[config.mk]
export PLATFORM = sky130hd
export DESIGN_NAME = data_bus_arbiter
export DESIGN_NICKNAME = d
export VERILOG_FILES = /design/src/rtl/data_bus_arbiter.sv
export SDC_FILE = /design/constraint.sdc
export NUM_CORES = 1
export LEC_CHECK = 0
export BUFFER_PORTS_ARGS = -buffer_cell sky130_fd_sc_hd__buf_2
export CELL_PAD_IN_SITES_DETAIL_PLACEMENT = 2
export CELL_PAD_IN_SITES_GLOBAL_PLACEMENT = 2
export CORE_ASPECT_RATIO = 0.8
export CORE_MARGIN = 2
export CORE_UTILIZATION = 10
export CTS_CLUSTER_DIAMETER = 30
export DETAILED_ROUTE_END_ITERATION = 6
export PLACE_DENSITY = 0.95
export SYNTH_ARGS = -nofsm -noshare
export SYNTH_HDL_FRONTEND = slang
export SYNTH_SLANG_ARGS = --single-unit
[constraint.sdc]
create_clock -name clk_i -period 2.1 [get_ports clk_i]
set_input_delay 0.21 -clock clk_i [delete_from_list [all_inputs] [get_ports clk_i]]
set_output_delay 0.21 -clock clk_i [all_outputs]
set_load 0.01 [all_outputs]
[src/rtl/data_bus_arbiter.sv]
// Two-master round-robin data-bus arbiter with a fixed-latency response pipeline.
// Define ARB_LOCK_EN to add the m0/m1 lock ports and the bus-ownership FSM.
//
// Lock FSM (ARB_LOCK_EN only):
//   state | meaning
//   IDLE  | plain round-robin between both masters
//   OWN0  | M0 holds the bus, M1 stalls
//   OWN1  | M1 holds the bus, M0 stalls
module data_bus_arbiter #(
   parameter int READ_LATENCY = 1
) (
   input  logic        clk_i,
   input  logic        rst_ni,
   input  logic        m0_req_i,
   input  logic        m1_req_i,
   input  logic [31:0] m0_addr_i,
   input  logic [31:0] m1_addr_i,
   input  logic        m0_write_i,
   input  logic        m1_write_i,
   input  logic [31:0] m0_wdata_i,
   input  logic [31:0] m1_wdata_i,
`ifdef ARB_LOCK_EN
   input  logic        m0_lock_i,
   input  logic        m1_lock_i,
`endif
   output logic        m0_gnt_o,
   output logic        m1_gnt_o,
   output logic        m0_rvalid_o,
   output logic        m1_rvalid_o,
   output logic [31:0] rdata_o,
   output logic [31:0] bus_addr_o,
   output logic        bus_write_o,
   output logic [31:0] bus_wdata_o,
   input  logic [31:0] bus_rdata_i
);

   logic                    last;
   logic                    gnt0_rr, gnt1_rr;
   logic                    gnt0, gnt1;
   logic [READ_LATENCY-1:0] pipe_valid;
   logic [READ_LATENCY-1:0] pipe_id;
   logic                    tail_valid, tail_id;

`ifdef ARB_LOCK_EN
   typedef enum logic [1:0] {IDLE, OWN0, OWN1} lock_state_t;
   lock_state_t state_q, state_d;

   always_ff @(posedge clk_i or negedge rst_ni) begin
      if (!rst_ni) state_q <= IDLE;
      else         state_q <= state_d;
   end

   always_comb begin
      state_d = state_q;
      case (state_q)
         IDLE: begin
            if (gnt0 && m0_lock_i)      state_d = OWN0;
            else if (gnt1 && m1_lock_i) state_d = OWN1;
         end
         OWN0: if (!m0_req_i || (gnt0 && !m0_lock_i)) state_d = IDLE;
         OWN1: if (!m1_req_i || (gnt1 && !m1_lock_i)) state_d = IDLE;
         default: state_d = IDLE;
      endcase
   end
`endif

   // On contention the master that was not granted most recently wins.
   always_comb begin
      gnt0_rr = m0_req_i & (~m1_req_i | last);
      gnt1_rr = m1_req_i & (~m0_req_i | ~last);
`ifdef ARB_LOCK_EN
      if (state_q == OWN0) begin
         gnt0_rr = m0_req_i;
         gnt1_rr = 1'b0;
      end else if (state_q == OWN1) begin
         gnt0_rr = 1'b0;
         gnt1_rr = m1_req_i;
      end
`endif
   end

   // Grants are combinational, so they are masked while reset is held.
   assign gnt0     = gnt0_rr & rst_ni;
   assign gnt1     = gnt1_rr & rst_ni;
   assign m0_gnt_o = gnt0;
   assign m1_gnt_o = gnt1;

   always_ff @(posedge clk_i or negedge rst_ni) begin
      if (!rst_ni)   last <= 1'b1;
      else if (gnt0) last <= 1'b0;
      else if (gnt1) last <= 1'b1;
   end

   always_comb begin
      bus_addr_o  = '0;
      bus_write_o = 1'b0;
      bus_wdata_o = '0;
      if (gnt0) begin
         bus_addr_o  = m0_addr_i;
         bus_write_o = m0_write_i;
         bus_wdata_o = m0_wdata_i;
      end else if (gnt1) begin
         bus_addr_o  = m1_addr_i;
         bus_write_o = m1_write_i;
         bus_wdata_o = m1_wdata_i;
      end
   end

   always_ff @(posedge clk_i or negedge rst_ni) begin
      if (!rst_ni) begin
         pipe_valid <= '0;
         pipe_id    <= '0;
      end else begin
         pipe_valid[0] <= gnt0 | gnt1;
         pipe_id[0]    <= gnt1;
         for (int i = 1; i < READ_LATENCY; i++) begin
            pipe_valid[i] <= pipe_valid[i-1];
            pipe_id[i]    <= pipe_id[i-1];
         end
      end
   end

   assign tail_valid  = pipe_valid[READ_LATENCY-1];
   assign tail_id     = pipe_id[READ_LATENCY-1];
   assign m0_rvalid_o = tail_valid & ~tail_id;
   assign m1_rvalid_o = tail_valid & tail_id;
   assign rdata_o     = tail_valid ? bus_rdata_i : 32'h0;

endmodule
==> metrics, run 1 <==
TNS Setup=0 ps; initial antenna violation count=0; multi-input logic area=1160 um^2; Setup crit start kind=input port; 1st-pass router iterations=4; clock root buffer=clkbuf_16; Crit path max-delay family=buffers and inverters; R2R depth=4; # rows=38; routing usage on met2=24.2%; fin nets=688; CP peak stage delay=550 ps; DRC violations left=0; Placed Area=2920 um^2; Yosys warnings=0; Relative slew margins=78.6%; I/O pins=267; # diodes=0; M1 GR Usage=13.5%; Worst EP arrival=1670 ps; worst-case clock buffer depth=2; ys async rst share=100%; Iter 0 DRT Violations=81; r2r startpoint=last; first-pass GRT wire length=14700 um; syn_nets=441; # Max-Cap Violations=0; total gr overflow=0; die area=15000 um^2; Core Box Area=13600 um^2; Clock transition at path regs=30 ps; clk_lat worst skew=220 ps; Vias=2885; # H-tree levels=1; cell leakage power=1.77 nW; min-delay worst type=in -> reg; register area=76.3 um^2; area grow syn2layout=114%; Slew Limit Fails=0; Synth top area share=35.2%; Tmin final=1880 ps; Top Usage Layer GRT=met2; critical path class=in -> out; CP endpoint kind=primary output; vias in the first global route=2942; Crit path required time=1890 ps; Buffers on Ports=266; Gate Count Post-Synth=275; final hold vios=0; Synth Register Bits=3; Slowest cell on crit path=dlygate4sd3_1; Crit path depth=6; pin count of the biggest net entering global routing=77; synth unique cells=15; die height=110 um; worst slew pin tran=320 ps; routed wire length=10500 um; post-route cell area=3010 um^2; CTS tree=built; most instantiated library cell after synthesis=nand2_1; Power Density=362 nW/um^2; largest cells by area after synthesis=nand2_1, o22ai_1, and2_1; Final Power=0.00109 W; FF-to-FF End=pipe_id; dpl hpwl=8790 um; Mapped Area=1410 um^2; final setup violation count=0; final clock period utilization by the worst path=89.7%; Final GP Congestion=0.757; Sink Count=3; Die Width=137 um; unrepaired setup endpoints after global routing=false; fmax=531 MHz; gr usage total=12.2%; Fillers=1766; layout cells sized above 1=53.6%; top_reg_cell synth=dfrtp_1; setup bufs post-CTS=0; Crit path buffers/inverters=4; Final Skew=0.925 ps; Seq/Total Area, Yosys=5.43%; Post-synth top cells=nand2_1, o22ai_1, and2_1; total CTS buffers=3; routing usage on met3=2.88%; CTS resizes=0; hold_buf cts=1; antenna viol nets, final=0; maximum vdd ir drop=0.197 mV; outcome=finished, final reports clean; Synth Area per Inst=5.11 um^2; Yosys top cell by area=nand2_1; critical-path cell list=dlygate4sd3_1, buf_4, buf_12, nand2_1, o22ai_1, buf_2; crit path max fanout=76; initial core utilization=10.3%; Post-synth EDFFs=0; routed vias/inst=4.12; drt wl/cell=14.9 um; r2r setup slk=810 ps; CP Capture Point=bus_wdata_o[15]; critical path launch point=rst_ni
==> layer usage <==
layer	vias to the layer above	routed length, um
li1	1417	-
met1	1345	3920
met2	117	5580
met3	6	899
met4	0	68
met5	-	0
==> worst min-delay path by stage <==
stage / to / cells past startpoint / slack (ps) / startpoint
2_1_floorplan: pipe_id / 0 / -90 / rst_ni
3_5_place_dp: pipe_id / 2 / 220 / rst_ni
6_report: last / 2 / 230 / m0_req_i
5_1_grt: last / 2 / 240 / m0_req_i
4_1_cts: last / 2 / 230 / m0_req_i
3_3_place_gp: pipe_id / 2 / 210 / rst_ni
==> worst reg2reg max path, cell delays in order (launching register included) <==
cell and delay (ps):
dfstp_2 570, nand2_1 80, nand2_2 260, buf_12 210
nor2_1 70
==> stage by stage <==
stage               hold slack, ps  setup WS (ps)  utilization (%)  instances
finish                         227            216             22.0        701
global route                   238            117             22.0        701
CTS                            228            238             22.0        701
detailed placement             217            484             21.4        696
global placement               205            506             21.4        696
floorplan                    -85.6            743                -        275
==> power by group <==
group / switching (W) / internal [W]
Sequential: 0.00000691 / 0.0000675
Combinational: 0.000381 / 0.000326
Clock: 0.0000550 / 0.000251
==> cells in the final DEF, fill, tap and decap left out <==
cell,synthesis,routed
buf_2,15,265
nand2_1,132,131
o22ai_1,65,65
and2_1,33,33
buf_12,0,5
nor2_1,4,4
clkbuf_16,0,3
buf_4,2,3
inv_1,2,2
dfrtp_1,2,2
nand2_2,0,1
o21ai_4,0,1
nor2b_1,1,1
a21oi_1,1,1
a31oi_1,1,1
clkbuf_1,11,1
dlygate4sd3_1,0,1
dfstp_2,1,1
==> final cells by class <==
type	count	share of cell area, %
inverter	2	0.250
clock buffer	4	2.62
multi-input combinational	238	38.6
sequential	3	2.54
timing repair buffer	274	48.5
tap	180	7.49
==> cell families after synthesis <==
family | share of synthesized area [%]
simple gates | 51.4
buf+inv | 13.1
flops | 5.43
compound gates | 30.1
==> flip-flops by register name (all words and copies together) (netlist names) <==
name and flops:
last 1, pipe_id 1, pipe_valid 1
Note: power is estimated with default switching activity, not from simulation.
==> inputs of run 2 (changes only) <==
CELL_PAD_IN_SITES_DETAIL_PLACEMENT = 0   (was 2)
CELL_PAD_IN_SITES_GLOBAL_PLACEMENT = 1   (was 2)
CORE_UTILIZATION = 14   (was 10)
PLACE_DENSITY = 0.91   (was 0.95)
==> run 2 against run 1 <==
Effect of this change:
- cell count shrank 6.4%
- clock skew is essentially flat
- power shrank 3.3%
- via count shrank 5.8%
- sequential share of layout area grew 0.065 points
- critical endpoint is now bus_wdata_o[31]
- fmax grew 2.8%
- combinational power shrank 5.8%
==> metrics, run 2 (synthesized netlist as in run 1, its figures left out) <==
total gr overflow=0 (unchanged); min-delay worst type=in -> reg; die area=10900 um^2 (-28%); Logic pwr share=63.4% (-1.6 points); initial antenna violation count=0 (unchanged); outcome=finished, final reports clean; top flop regs=last: 1 flops, pipe_id: 1 flops, pipe_valid: 1 flops; Power Density=359 nW/um^2 (-0.87%); dpl hpwl=6010 um (-32%); gr usage total=11.5% (-0.74 points); Flop pwr share=7.8% (+1.0 points); pin count of the biggest net entering global routing=70 (-9.1%); vias in the first global route=2113 (-28%); routed wire length=7440 um (-29%); Crit path max-delay family=flip-flops; total CTS buffers=3 (unchanged); DRC violations left=0 (unchanged); # rows=32 (-16%); worst slew pin tran=711 ps (+390 ps); setup bufs post-CTS=0 (unchanged); crit path max fanout=24 (-68%); Relative slew margins=52.6% (-26 points); CP endpoint kind=primary output; # H-tree levels=1 (unchanged); final setup violation count=0 (unchanged); P_int=0.000636 W (-1.2%); Placed Area=2840 um^2 (-2.6%); CP peak stage delay=570 ps (+20 ps); TNS Setup=0 ps (unchanged); Slowest cell on crit path=dfstp_2; most frequent cells in the layout=buf_2, nand2_1, o22ai_1; Die Width=116 um (-15%); cell leakage power=1.76 nW (-0.56%); Buffers on Ports=266 (unchanged); clk_lat worst skew=220 ps (about the same); routed vias/inst=4.14 (+0.71%); Vias=2719 (-5.8%); worst-case clock buffer depth=2 (unchanged); commonest non-fill, non-tap cell in the layout=buf_2; final clock period utilization by the worst path=87.3% (-2.5 points); Final GP Congestion=0.881 (+16%); Iter 0 DRT Violations=137 (+69%); clock network power share=28.8% (+0.7 points); layout cells sized above 1=53.5% (-0.089 points); Tmin final=1830 ps (-52.0 ps); Core Box Area=9690 um^2 (-29%); 1st-pass router iterations=4 (unchanged); area grow syn2layout=108%; switch share=39.5% (-1.3 points); P_sw=0.000415 W (-6.4%); critical-path cell list=nand2_1, nand2_2, buf_12, o22ai_1, buf_2; fmax=546 MHz (+2.8%); antenna viol nets, final=0 (unchanged); Crit path buffers/inverters=2 (-2); first-pass GRT wire length=10300 um (-30%); # diodes=0 (unchanged); CTS tree=built; # Max-Cap Violations=0 (unchanged); Slew Limit Fails=0 (unchanged); Final Skew=1.08 ps (+0.152 ps); Crit path required time=1890 ps (about the same); initial core utilization=14.5% (+4.2 points); post-route cell area=2930 um^2 (-2.5%); critical path class=reg -> out; fin nets=687 (-0.15%); drt wl/cell=11.3 um (-24%); Clock transition at path regs=30 ps (about the same); Final Power=0.00105 W (-3.3%); Sink Count=3 (unchanged); Worst EP arrival=1620 ps (-50 ps); final hold vios=0 (unchanged); maximum vdd ir drop=0.217 mV (+10%); clock root buffer=clkbuf_16; Setup crit start kind=flip-flop; unrepaired setup endpoints after global routing=false; I/O pins=267 (unchanged); die height=93.6 um (-15%)
-- run 2: cell count changes in the layout (fill, tap and decap cells not counted) --
cell	before	now
buf_12	5	4
-- run 2: layer usage --
layer | global-route usage, % | share of wire [%]
met4 | 1.49 | 0.26
met5 | 0 | 0
met3 | 1.04 | 9.2
met1 | 16.3 | 45
met2 | 19.2 | 45
-- run 2: cell type report --
cell class	count	area, um^2
well taps	136	170
fillers	1080	6760
clock buffers	4	78.8
flip-flops and latches	3	76.3
multi-input cells	238	1160
repair buffers	273	1440
inverters	2	7.51
-- run 2: what timing repair did --
action / CTS / global route
hold endpoints to repair: 2 / 0
hold buffers: 1 / 0
gates resized for setup: 0 / 0
endpoints found under the setup margin: 0 / 0
-- run 2: stage by stage --
| step | std cells | hold slack (ps) | setup slack (ps) | util, % |
|---|---|---|---|---|
| floorplan | 275 | -85.6 | 743 | - |
| global placement | 651 | 219 | 497 | 29.3 |
| detailed placement | 651 | 221 | 504 | 29.3 |
| CTS | 656 | 219 | 257 | 30.3 |
| global route | 656 | 236 | 167 | 30.3 |
| finish | 656 | 222 | 268 | 30.3 |
-- run 2: worst paths after layout --
check,from,to,slack (ps),depth (start not counted)
worst max register to register,last,pipe_id,790,4
min in group asynchronous,rst_ni,pipe_id,520,3
worst max-delay path,last,bus_wdata_o[31],270,5
max in group asynchronous,rst_ni,last,1310,3
worst min-delay path,m0_req_i,last,220,2
worst min register to register,last,last,560,1
-- run 2: power groups by stage --
stage / Sequential (W) / Combinational [W] / Clock, W
global route: 0.0000842 / 0.000732 / 0.000317
detailed placement: 0.0000822 / 0.000664 / 0
floorplan: 0.0000725 / 0.000354 / 0
global placement: 0.0000816 / 0.000667 / 0
CTS: 0.0000821 / 0.000668 / 0.000309
finish: 0.0000822 / 0.000666 / 0.000303
